==> src/rtl/sync_d_pkg.sv <==
// Shared width helpers for the sync_d delay pipeline.
package sync_d_pkg;

    function automatic int cnt_w(input int depth);
        return $clog2(depth + 1);
    endfunction

    function automatic int tap_w(input int depth);
        return (depth > 1) ? $clog2(depth) : 1;
    endfunction

endpackage

==> src/rtl/sync_d_stage.sv <==
// One pipeline stage: data word plus valid flag.
// Priority: reset, then flush, then shift, otherwise hold.
module sync_d_stage #(
    parameter int              WIDTH     = 8,
    parameter logic [WIDTH-1:0] RESET_VAL = '0
) (
    input  logic             clk,
    input  logic             reset,
    input  logic             clear,
    input  logic             en,
    input  logic [WIDTH-1:0] data_i,
    input  logic             valid_i,
    output logic [WIDTH-1:0] data_o,
    output logic             valid_o
);

    logic [WIDTH-1:0] data_q, data_d;
    logic             valid_q, valid_d;

    always_comb begin
        data_d  = data_q;
        valid_d = valid_q;
        if (clear) begin
            data_d  = RESET_VAL;
            valid_d = 1'b0;
        end else if (en) begin
            data_d  = data_i;
            valid_d = valid_i;
        end
    end

    always_ff @(posedge clk) begin
        if (!reset) begin
            data_q  <= RESET_VAL;
            valid_q <= 1'b0;
        end else begin
            data_q  <= data_d;
            valid_q <= valid_d;
        end
    end

    assign data_o  = data_q;
    assign valid_o = valid_q;

endmodule

==> src/rtl/sync_d_pipe.sv <==
// WIDTH x DEPTH register delay line with per-stage valids, stall, flush,
// occupancy count and a selectable tap onto any stage.
module sync_d_pipe
    import sync_d_pkg::*;
#(
    parameter  int               WIDTH     = 8,
    parameter  int               DEPTH     = 4,
    parameter  logic [WIDTH-1:0] RESET_VAL = '0,
    localparam int               TAP_W     = tap_w(DEPTH),
    localparam int               CNT_W     = cnt_w(DEPTH)
) (
    input  logic             clk,
    input  logic             reset,
    input  logic             en,
    input  logic             clear,
    input  logic [WIDTH-1:0] data,
    input  logic             data_valid,
    input  logic [TAP_W-1:0] tap_sel,
    output logic [WIDTH-1:0] result,
    output logic             result_valid,
    output logic [WIDTH-1:0] tap,
    output logic             tap_valid,
    output logic [CNT_W-1:0] count
);

    logic [WIDTH-1:0] data_q [DEPTH];
    logic [DEPTH-1:0] valid_q;
    logic [CNT_W-1:0] count_q, count_d;

    for (genvar i = 0; i < DEPTH; i++) begin : g_stage
        logic [WIDTH-1:0] d_in;
        logic             v_in;
        if (i == 0) begin : g_first
            assign d_in = data;
            assign v_in = data_valid;
        end else begin : g_next
            assign d_in = data_q[i-1];
            assign v_in = valid_q[i-1];
        end
        sync_d_stage #(
            .WIDTH     (WIDTH),
            .RESET_VAL (RESET_VAL)
        ) u_stage (
            .clk     (clk),
            .reset   (reset),
            .clear   (clear),
            .en      (en),
            .data_i  (d_in),
            .valid_i (v_in),
            .data_o  (data_q[i]),
            .valid_o (valid_q[i])
        );
    end

    // Occupancy tracks beats entering stage 0 minus beats leaving the last stage.
    always_comb begin
        count_d = count_q;
        if (clear) begin
            count_d = '0;
        end else if (en) begin
            if (data_valid && !valid_q[DEPTH-1]) begin
                count_d = count_q + CNT_W'(1);
            end else if (!data_valid && valid_q[DEPTH-1]) begin
                count_d = count_q - CNT_W'(1);
            end
        end
    end

    always_ff @(posedge clk) begin
        if (!reset) begin
            count_q <= '0;
        end else begin
            count_q <= count_d;
        end
    end

    if (DEPTH == 1) begin : g_tap_single
        logic unused_tap_sel;
        assign unused_tap_sel = ^tap_sel;
        assign tap            = data_q[0];
        assign tap_valid      = valid_q[0];
    end else begin : g_tap_mux
        // Out-of-range selects (non-power-of-two DEPTH) fall through to the reset value.
        always_comb begin
            tap       = RESET_VAL;
            tap_valid = 1'b0;
            for (int i = 0; i < DEPTH; i++) begin
                if (int'(tap_sel) == i) begin
                    tap       = data_q[i];
                    tap_valid = valid_q[i];
                end
            end
        end
    end

    assign result       = data_q[DEPTH-1];
    assign result_valid = valid_q[DEPTH-1];
    assign count        = count_q;

endmodule
==> config.mk <==
export PLATFORM = sky130hd
export DESIGN_NAME = sync_d_pipe
export DESIGN_NICKNAME = d
export VERILOG_FILES = /design/src/rtl/sync_d_pkg.sv /design/src/rtl/sync_d_stage.sv /design/src/rtl/sync_d_pipe.sv
export SDC_FILE = /design/constraint.sdc
export NUM_CORES = 1
export LEC_CHECK = 0
export BUFFER_PORTS_ARGS = -buffer_cell sky130_fd_sc_hd__buf_2
export CAP_MARGIN = 10
export CORE_UTILIZATION = 45
export CTS_BUF_LIST = sky130_fd_sc_hd__clkbuf_4
export DETAILED_ROUTE_END_ITERATION = 16
export PLACE_DENSITY = 0.68
export SETUP_SLACK_MARGIN = 0.15
export SLEW_MARGIN = 15
export SYNTH_ARGS = -nofsm -noshare
export SYNTH_HDL_FRONTEND = slang
export SYNTH_SLANG_ARGS = --single-unit
==> constraint.sdc <==
create_clock -name clk -period 1.7 [get_ports clk]
set_input_delay 0.255 -clock clk [delete_from_list [all_inputs] [get_ports clk]]
set_output_delay 0.255 -clock clk [all_outputs]
set_load 0.02 [all_outputs]
# ---- Word level (Yosys, flattened, before mapping)
# Cells that the tools add are included.
dict set report totals {
  word_cells 33
  out_inout_bits 21
  input_bits 15
  ramBits 0
  romBits 0
  regBits 39
  mem_count 0
  latch_bits 0
}
dict set report op_classes {
  n_reduce_logical 8
  n_addsub 2
  n_mul 0
  n_div 0
  n_lt_le_gt_ge 0
  n_bitwise 1
  shift 0
  muxes 10
  n_eq_ne 3
}
# cell count
set op_table {}
lappend op_table {{$mux 8} 4}
lappend op_table {{$mux 3} 2}
lappend op_table {{$eq 2x2->1 const B} 2}
lappend op_table {{$mux 1} 4}
lappend op_table {{$add 3x1->3 const B} 1}
lappend op_table {{$sub 3x1->3 const B} 1}
lappend op_table {{$eq 2x1->1 const B} 1}
lappend op_table {{$logic_and 1x1->1} 2}
lappend op_table {{$logic_not 1->1} 2}
lappend op_table {{$logic_not 2->1} 1}
lappend op_table {{$reduce_and 2->1} 1}
lappend op_table {{$reduce_bool 2->1} 1}
lappend op_table {{$reduce_or 2->1} 1}
lappend op_table {{$not 1->1} 1}

# ---- Depth between registers and ports, before layout
# Gate-level depths: netlist of run 1.
dict set report logic_depth {
  depth_word 5
  mapped_depth 7
  ltp_nobuf 7
}

# ---- Modules after synthesis
# From an unflattened synthesis of run 1, not the netlist that was laid out.
dict set report hier_totals {
  cells_unflattened 149
  hier_area_um2 1696.6
}
# module seq_area_each_um2 n_inst area_per_inst_um2 cells_per_inst
set by_module_without_submodules {}
lappend by_module_without_submodules {sync_d_stage 180.2 4 326.6 30}
lappend by_module_without_submodules {sync_d_pipe 60.1 1 390.4 29}

# ---- Least setup slack after synthesis of run 1
# No wires, ideal clock.
dict set report synth_path {
  path_kind {register to register}
  startpoint {register g_stage[3].u_stage.valid_q}
  endpoint {register count_q[2], in the netlist count[2]}
  arrival_ns 1.584
  period_less_slack_ns 1.654
  path_buffers 0
  path_slack_ns 0.046
  setup_ns 0.070
  path_stages_with_launch 8
  required_ns 1.630
  cell_sequence {dfxtp_1 inv_1 ha_1 inv_1 fa_1 xor2_1 or3_1 a21oi_1}
}
dict set report synth_between {
  elab_chain_cells 4
  word_cells_on_any_way 6
  classes_between {mux (1); reduce/logical (5)}
}
# item line_no
set synth_rtl {}
lappend synth_rtl {{start: declaration} sync_d_stage.sv:18} ;# logic valid_q, valid_d;
lappend synth_rtl {{start signal: assignment} sync_d_stage.sv:38} ;# valid_q <= valid_d;
lappend synth_rtl {{$logic_not 1->1} sync_d_pipe.sv:61} ;# if (data_valid && !valid_q[DEPTH-1]) begin
lappend synth_rtl {{$logic_and 1x1->1} sync_d_pipe.sv:61}
lappend synth_rtl {{$reduce_bool 2->1 (no line)} --}
lappend synth_rtl {{$reduce_and 2->1 (no line)} --}
lappend synth_rtl {{end signal: assignment} sync_d_pipe.sv:73} ;# count_q <= count_d;
lappend synth_rtl {{end: declaration} sync_d_pipe.sv:28} ;# logic [CNT_W-1:0] count_q, count_d;
# Several ways; a longest one is shown, not always the timed one.
# A chain may end at the register's enable or synchronous reset.

# ---- Worst setup path in the final report of run 1
dict set report layout_path {
  startpoint {register g_stage[3].u_stage.valid_q}
  endpoint {output tap_valid}
}
dict set report layout_between {
  elab_chain_cells 1
}
# item line_no
set layout_rtl {}
lappend layout_rtl {{$mux 1} sync_d_pipe.sv:88} ;# if (int'(tap_sel) == i) begin
lappend layout_rtl {{end: declaration} sync_d_pipe.sv:22} ;# output logic tap_valid,
# Every way passes these cells.

==> results of run 1 <==
==> state kept, by name (all words and copies together), names as in the netlist <==
signal,count
g_stage.u_stage.valid_o,4
count,3
g_stage.u_stage.data_o,32
==> layout make-up <==
class | instances | area share, %
multi-input cells | 95 | 39.1
flip-flops and latches | 39 | 38.6
repair buffers | 52 | 17.1
well taps | 46 | 2.73
clock buffers | 5 | 1.78
clock inverters | 2 | 0.416
inverters | 2 | 0.357
==> power groups by stage <==
stage	clock network, mW	registers (mW)	logic [mW]
finish	0.432	0.932	0.155
global route	0.494	0.934	0.169
CTS	0.455	0.932	0.155
detailed placement	0	0.953	0.148
global placement	0	0.952	0.144
floorplan	0	0.953	0.114
==> kinds of logic after synthesis <==
family	after synthesis
compound gates	3
xor+xnor	2
fa+ha+maj	2
buf+inv	12
flops	39
mux	45
simple gates	43
==> worst paths after layout <==
kind / start / depth (start not counted) / slack (ps) / to
max reg2reg: g_stage[3].u_stage.valid_o$_SDFFE_PP0P_ / 7 / 110 / count[2]$_SDFFE_PP0P_
min reg2reg: g_stage[3].u_stage.data_o[3]$_SDFFE_PP0P_ / 2 / 510 / g_stage[3].u_stage.data_o[3]$_SDFFE_PP0P_
min: data[6] / 3 / 140 / g_stage[0].u_stage.data_o[6]$_SDFFE_PP0P_
max: g_stage[3].u_stage.valid_o$_SDFFE_PP0P_ / 2 / 100 / tap_valid
==> layer usage <==
layer  vias up  wire [µm]
li1        597          -
met1       595       1370
met2        28       1680
met3         6        148
met4         0         40
met5         -          0
==> timing repair <==
action | 4_1_cts | 5_1_grt
setup buffers | 8 | 4
gates resized for setup | 35 | 6
setup endpoints to repair | 10 | 10
==> cell usage after synthesis <==
cell type  number  area share [%]
a21oi_1         2            0.60
and2b_4         1            0.60
buf_2           2            0.60
buf_4           1            0.45
buf_6           5             3.4
clkbuf_1        2            0.45
dfxtp_1        39              47
fa_1            1             1.2
ha_1            1            0.75
inv_1           2            0.45
mux2i_1        36              22
mux4_2          9              12
nand2_1         2            0.45
nand2b_1        2            0.75
nor2_1         37             8.3
o21ai_0         1            0.30
or3_1           1            0.37
xnor2_1         1            0.52
xor2_1          1            0.52
==> metrics by stage <==
step	hold WS (ps)	utilization, %	power, mW	worst slack [ps]
after global routing	143	61.1	1.60	52.4
after floorplan	402	-	1.07	176
after global placement	474	54.6	1.10	162
final	144	61.1	1.52	104
after detailed placement	485	54.6	1.10	133
after CTS	132	60.0	1.54	94.5
==> critical path, stage by stage, from the launching register on <==
cell and delay (ps):
dfxtp_4 370, mux4_2 490, buf_6 150
==> summary.txt, run 1 <==
Hold path
  – Hold Path Class: primary input to register

Pwr
  – Switching Share: 24.5%
  – Worst VDD drop: 0.402 mV
  – Reg power frac: 61.3%
  – Clk pwr share: 28.4%
  – Net Switching: 0.373 mW
  – Pwr/cell area: 722 nW/µm²
  – Comb pwr share: 10.2%
  – Int Pwr: 1.15 mW
  – Pleak: 0.958 nW

Floorplanning
  – Top-Level Pins: 36
  – Initial core utilization: 48.6%
  – Die area: 3970 µm²
  – Core area: 3440 µm²
  – Die X: 63.0 µm
  – Die height: 63.0 µm
  – Row cnt: 21

Synthesis
  – Mapped cell area: 1670 µm²
  – Post-Syn Nets: 163
  – Post-synthesis compound-gate area fraction: 0.898%
  – Yosys reg bits: 39
  – Largest family of logic cells by synthesized area: multiplexers
  – YS warnings: 0
  – Synthesized instance count: 146
  – Synth Area in XOR/XNOR: 1.05%
  – Synth cell types: 19
  – Sequential-to-total area share from yosys stat: 46.7%
  – Post-Synth Simple-Gate Area: 10.5%
  – Syn Area/Cell: 11.5 µm²
  – Mux share of post-synthesis cell area: 33.7%
  – Synth Area in Adders: 1.94%

Global routing
  – Gr usage total: 17.7%
  – Largest net degree at the start of global routing: 40
  – GRT overflow: 0
  – GRT Max-Usage Layer: met2
  – Vias in the first global route: 1187
  – Grt met3 use: 6.57%
  – Met1 Use GR: 20.3%
  – First-pass GRT wire length: 5.37 mm
  – Met2 Track Usage GR: 29.4%
  – Antenna violations before repair: 0

Timing
  – Setup violators final: 0
  – Crit share post-route: 93.9%
  – Slew Limit Fails: 0
  – Final TNS setup: 0 ps
  – RSZ-0062 raised after global routing: yes
  – Min Tclk post-route: 1600 ps
  – Slew @ Worst Pin: 376 ps
  – Final Hold Viols: 0
  – Worst clock skew: 5.97 ps
  – Max Clk Rate: 626 MHz
  – Slew margin rel.: 74.9%

Clocking
  – CTS H-tree depth: 2
  – Cts hold-fix bufs: 0
  – TritonCTS clock tree: built
  – CTS root buffer: clkbuf_4
  – CTS buffer count: 5
  – Skew-Pair Late Insertion Delay: 340 ps
  – CTS max path bufs: 2
  – Clk slew on worst S/H paths: 110 ps
  – # clock sinks: 39

Layout
  – Commonest non-fill, non-tap cell in the layout: nor2_1
  – Design area: 2100 µm²
  – Share of cells above drive strength 1: 48.7%
  – Register Area: 812 µm²
  – Nets: 212
  – Filler Cell Count: 293
  – Commonest non-fill, non-tap cells in the layout: nor2_1, mux2i_1, buf_2
  – Final std cells w/o fill: 241
  – P&R area growth vs syn: 25.8%
  – Antenna cells: 0
  – Multi-input gate area: 822 µm²

Worst setup path
  – Worst endpoint required time: 1440 ps
  – Setup CP Type: register to output port
  – Crit path arrival time: 1340 ps
  – Worst setup EP type: output port
  – Worst-path fanout max: 4
  – CP startpoint kind: register

Placed design
  – Dpl cells: 222
  – Placed Area: 1880 µm²
  – RePlAce Congestion: 0.705
  – Dpl hpwl: 2.21 mm
  – I/O Buffers: 35

Drt
  – Drt first pass iters: 4
  – Vias per inst: 5.09
  – Via count: 1226
  – Routed Antenna Nets: 0
  – Detailed Route Iter0 Violations: 37
  – Final WL: 3.24 mm
  – DRC: 0
  – Routed WL per cell: 13.4 µm

Outcome
  – Status: finished, final reports clean

Flow run
  – Max_cap viols: 0
Note: power is estimated with default switching activity, not from simulation.
==> inputs of run 2 (changes only) <==
--- a/config.mk
+++ b/config.mk
@@ -10,7 +10,7 @@
 export CORE_UTILIZATION = 45
 export CTS_BUF_LIST = sky130_fd_sc_hd__clkbuf_4
 export DETAILED_ROUTE_END_ITERATION = 16
-export PLACE_DENSITY = 0.68
+export PLACE_DENSITY = 0.71
 export SETUP_SLACK_MARGIN = 0.15
 export SLEW_MARGIN = 15
 export SYNTH_ARGS = -nofsm -noshare
==> constraint.sdc (replaced) <==
create_clock -name clk -period 1.4 [get_ports clk]
set_input_delay 0.21 -clock clk [delete_from_list [all_inputs] [get_ports clk]]
set_output_delay 0.21 -clock clk [all_outputs]
set_load 0.02 [all_outputs]
==> summary.txt, run 2 (same netlist as run 1, synthesis figures left out) <==
Outcome
  – Status: finished, violations left
  – Violated checks: setup timing

Drt
  – Routed Antenna Nets: 0
  – Vias per inst: 5.01
  – Detailed Route Iter0 Violations: 35
  – DRC: 0
  – Final WL: 3.49 mm
  – Drt first pass iters: 4
  – Routed WL per cell: 13.8 µm
  – Via count: 1267

Layout
  – Commonest non-fill, non-tap cell in the layout: nor2_1
  – Design area: 2230 µm²
  – Antenna cells: 0
  – Nets: 224
  – Share of cells above drive strength 1: 52.7%
  – Final core occ: 64.8%
  – P&R area growth vs syn: 33.4%
  – Filler Cell Count: 283
  – Max FFs per register: 32
  – Commonest non-fill, non-tap cells in the layout: nor2_1, mux2i_1, buf_4

Placed design
  – I/O Buffers: 35
  – Placed Area: 1930 µm²
  – Dpl hpwl: 2.24 mm
  – RePlAce Congestion: 0.682
  – Pre-CTS setup slack: -156 ps

Worst setup path
  – Crit. Startpoint: g_stage[3].u_stage.valid_o$_SDFFE_PP0P_
  – Crit path arrival time: 1430 ps
  – CP startpoint kind: register
  – Worst setup EP type: output port
  – Setup CP Type: register to output port
  – FF-to-FF setup slack: -190 ps
  – FF-to-FF End: count[2]$_SDFFE_PP0P_
  – Worst-path fanout max: 2
  – End point of the critical path: tap_valid
  – Worst endpoint required time: 1190 ps
  – Reg2reg start: g_stage[3].u_stage.valid_o$_SDFFE_PP0P_
  – Reg2reg path depth: 7

Timing
  – Worst clock skew: 12.1 ps
  – Min Tclk post-route: 1640 ps
  – RSZ-0062 raised after global routing: yes
  – Final Hold Viols: 0
  – Hold WS: 103 ps
  – Slew Limit Fails: 0
  – Max Clk Rate: 611 MHz
  – Slew @ Worst Pin: 400 ps
  – Crit share post-route: 117%
  – Fin worst setup slack: -236 ps
  – Setup violators final: 10
  – Slew margin rel.: 73.3%

Clocking
  – CTS root buffer: clkbuf_4
  – # clock sinks: 39
  – TritonCTS clock tree: built
  – CTS H-tree depth: 2
  – Clk slew on worst S/H paths: 110 ps
  – CTS buffer count: 5
  – Skew-Pair Late Insertion Delay: 340 ps
  – Cts hold-fix bufs: 0
  – CTS max path bufs: 2

Pwr
  – Int Pwr: 1.40 mW
  – Clk pwr share: 27.9%
  – Reg power frac: 61.1%
  – Comb pwr share: 11.0%
  – Switching Share: 24.2%
  – Pwr/cell area: 830 nW/µm²
  – Worst VDD drop: 0.583 mV
  – Pleak: 1.03 nW
  – Net Switching: 0.448 mW

Floorplanning
  – Core area: 3440 µm²
  – Initial core utilization: 48.6%
  – Row cnt: 21
  – Die area: 3970 µm²
  – Top-Level Pins: 36
  – Die height: 63.0 µm
  – Die X: 63.0 µm

Global routing
  – Gr usage total: 18.7%
  – Largest net degree at the start of global routing: 40
  – Vias in the first global route: 1248
  – GRT overflow: 0
  – First-pass GRT wire length: 5.69 mm
  – Antenna violations before repair: 0

Hold path
  – Hold Path Class: primary input to register

Flow run
  – Max_cap viols: 0
-- run 2: changes by cell type in the layout (fill, tap and decap cells not counted), sizes merged --
| cell | previous run | this run |
|---|---|---|
| buf | 52 | 64 |
-- run 2: power groups by stage --
stage	clock network [mW]	logic (mW)	registers, mW
6_report	0.516	0.205	1.13
5_1_grt	0.597	0.221	1.13
4_1_cts	0.532	0.204	1.13
3_5_place_dp	0	0.194	1.16
3_3_place_gp	0	0.187	1.16
2_1_floorplan	0	0.139	1.16
-- run 2: area by class of cell --
| cell class | count | area, µm² | area share [%] |
|---|---|---|---|
| Tap cell | 46 | 57.6 | 2.58 |
| Multi-Input combinational cell | 95 | 822 | 36.8 |
| Clock inverter | 2 | 8.76 | 0.392 |
| Timing Repair Buffer | 64 | 485 | 21.7 |
| Clock buffer | 5 | 37.5 | 1.68 |
| Inverter | 2 | 7.51 | 0.336 |
| Sequential cell | 39 | 813 | 36.4 |
-- run 2: stage by stage --
stage | power (mW) | setup TNS [ps] | instances
3_5_place_dp | 1.35 | -156 | 227
3_3_place_gp | 1.34 | -78.7 | 227
2_1_floorplan | 1.30 | -117 | 146
6_report | 1.85 | -1220 | 253
4_1_cts | 1.87 | -1290 | 247
5_1_grt | 1.95 | -1780 | 253
-- run 2: per-layer routing --
layer  vias to the layer above  share of wire (%)  GRT usage, %
li1                        626                  -             -
met1                       605                 43          21.4
met2                        34                 52          32.7
met3                         2                4.7          6.20
met4                         0               0.54          5.23
met5                         -                  0             0
-- run 2: worst min-delay path by stage --
stage                        from                                         to  slack [ps]  depth (start not counted)
final                     data[6]  g_stage[0].u_stage.data_o[6]$_SDFFE_PP0P_         100                          3
after global routing      data[0]  g_stage[0].u_stage.data_o[0]$_SDFFE_PP0P_          90                          3
after CTS                 data[6]  g_stage[0].u_stage.data_o[6]$_SDFFE_PP0P_         100                          3
after detailed placement  data[7]  g_stage[0].u_stage.data_o[7]$_SDFFE_PP0P_         460                          3
after global placement    data[2]  g_stage[0].u_stage.data_o[2]$_SDFFE_PP0P_         440                          3
after floorplan           data[1]  g_stage[0].u_stage.data_o[1]$_SDFFE_PP0P_         360                          2
-- run 2: repair_timing --
action | 4_1_cts | 5_1_grt
setup endpoints to repair | 11 | 13
setup buffers | 13 | 6
pin swaps | 1 | 0
resized for setup | 40 | 9
-- run 2: worst max-delay path, cell delays in order (launching register included) --
cell	delay (ps)
dfxtp_4	360
buf_6	110
mux4_2	480
buf_6	150
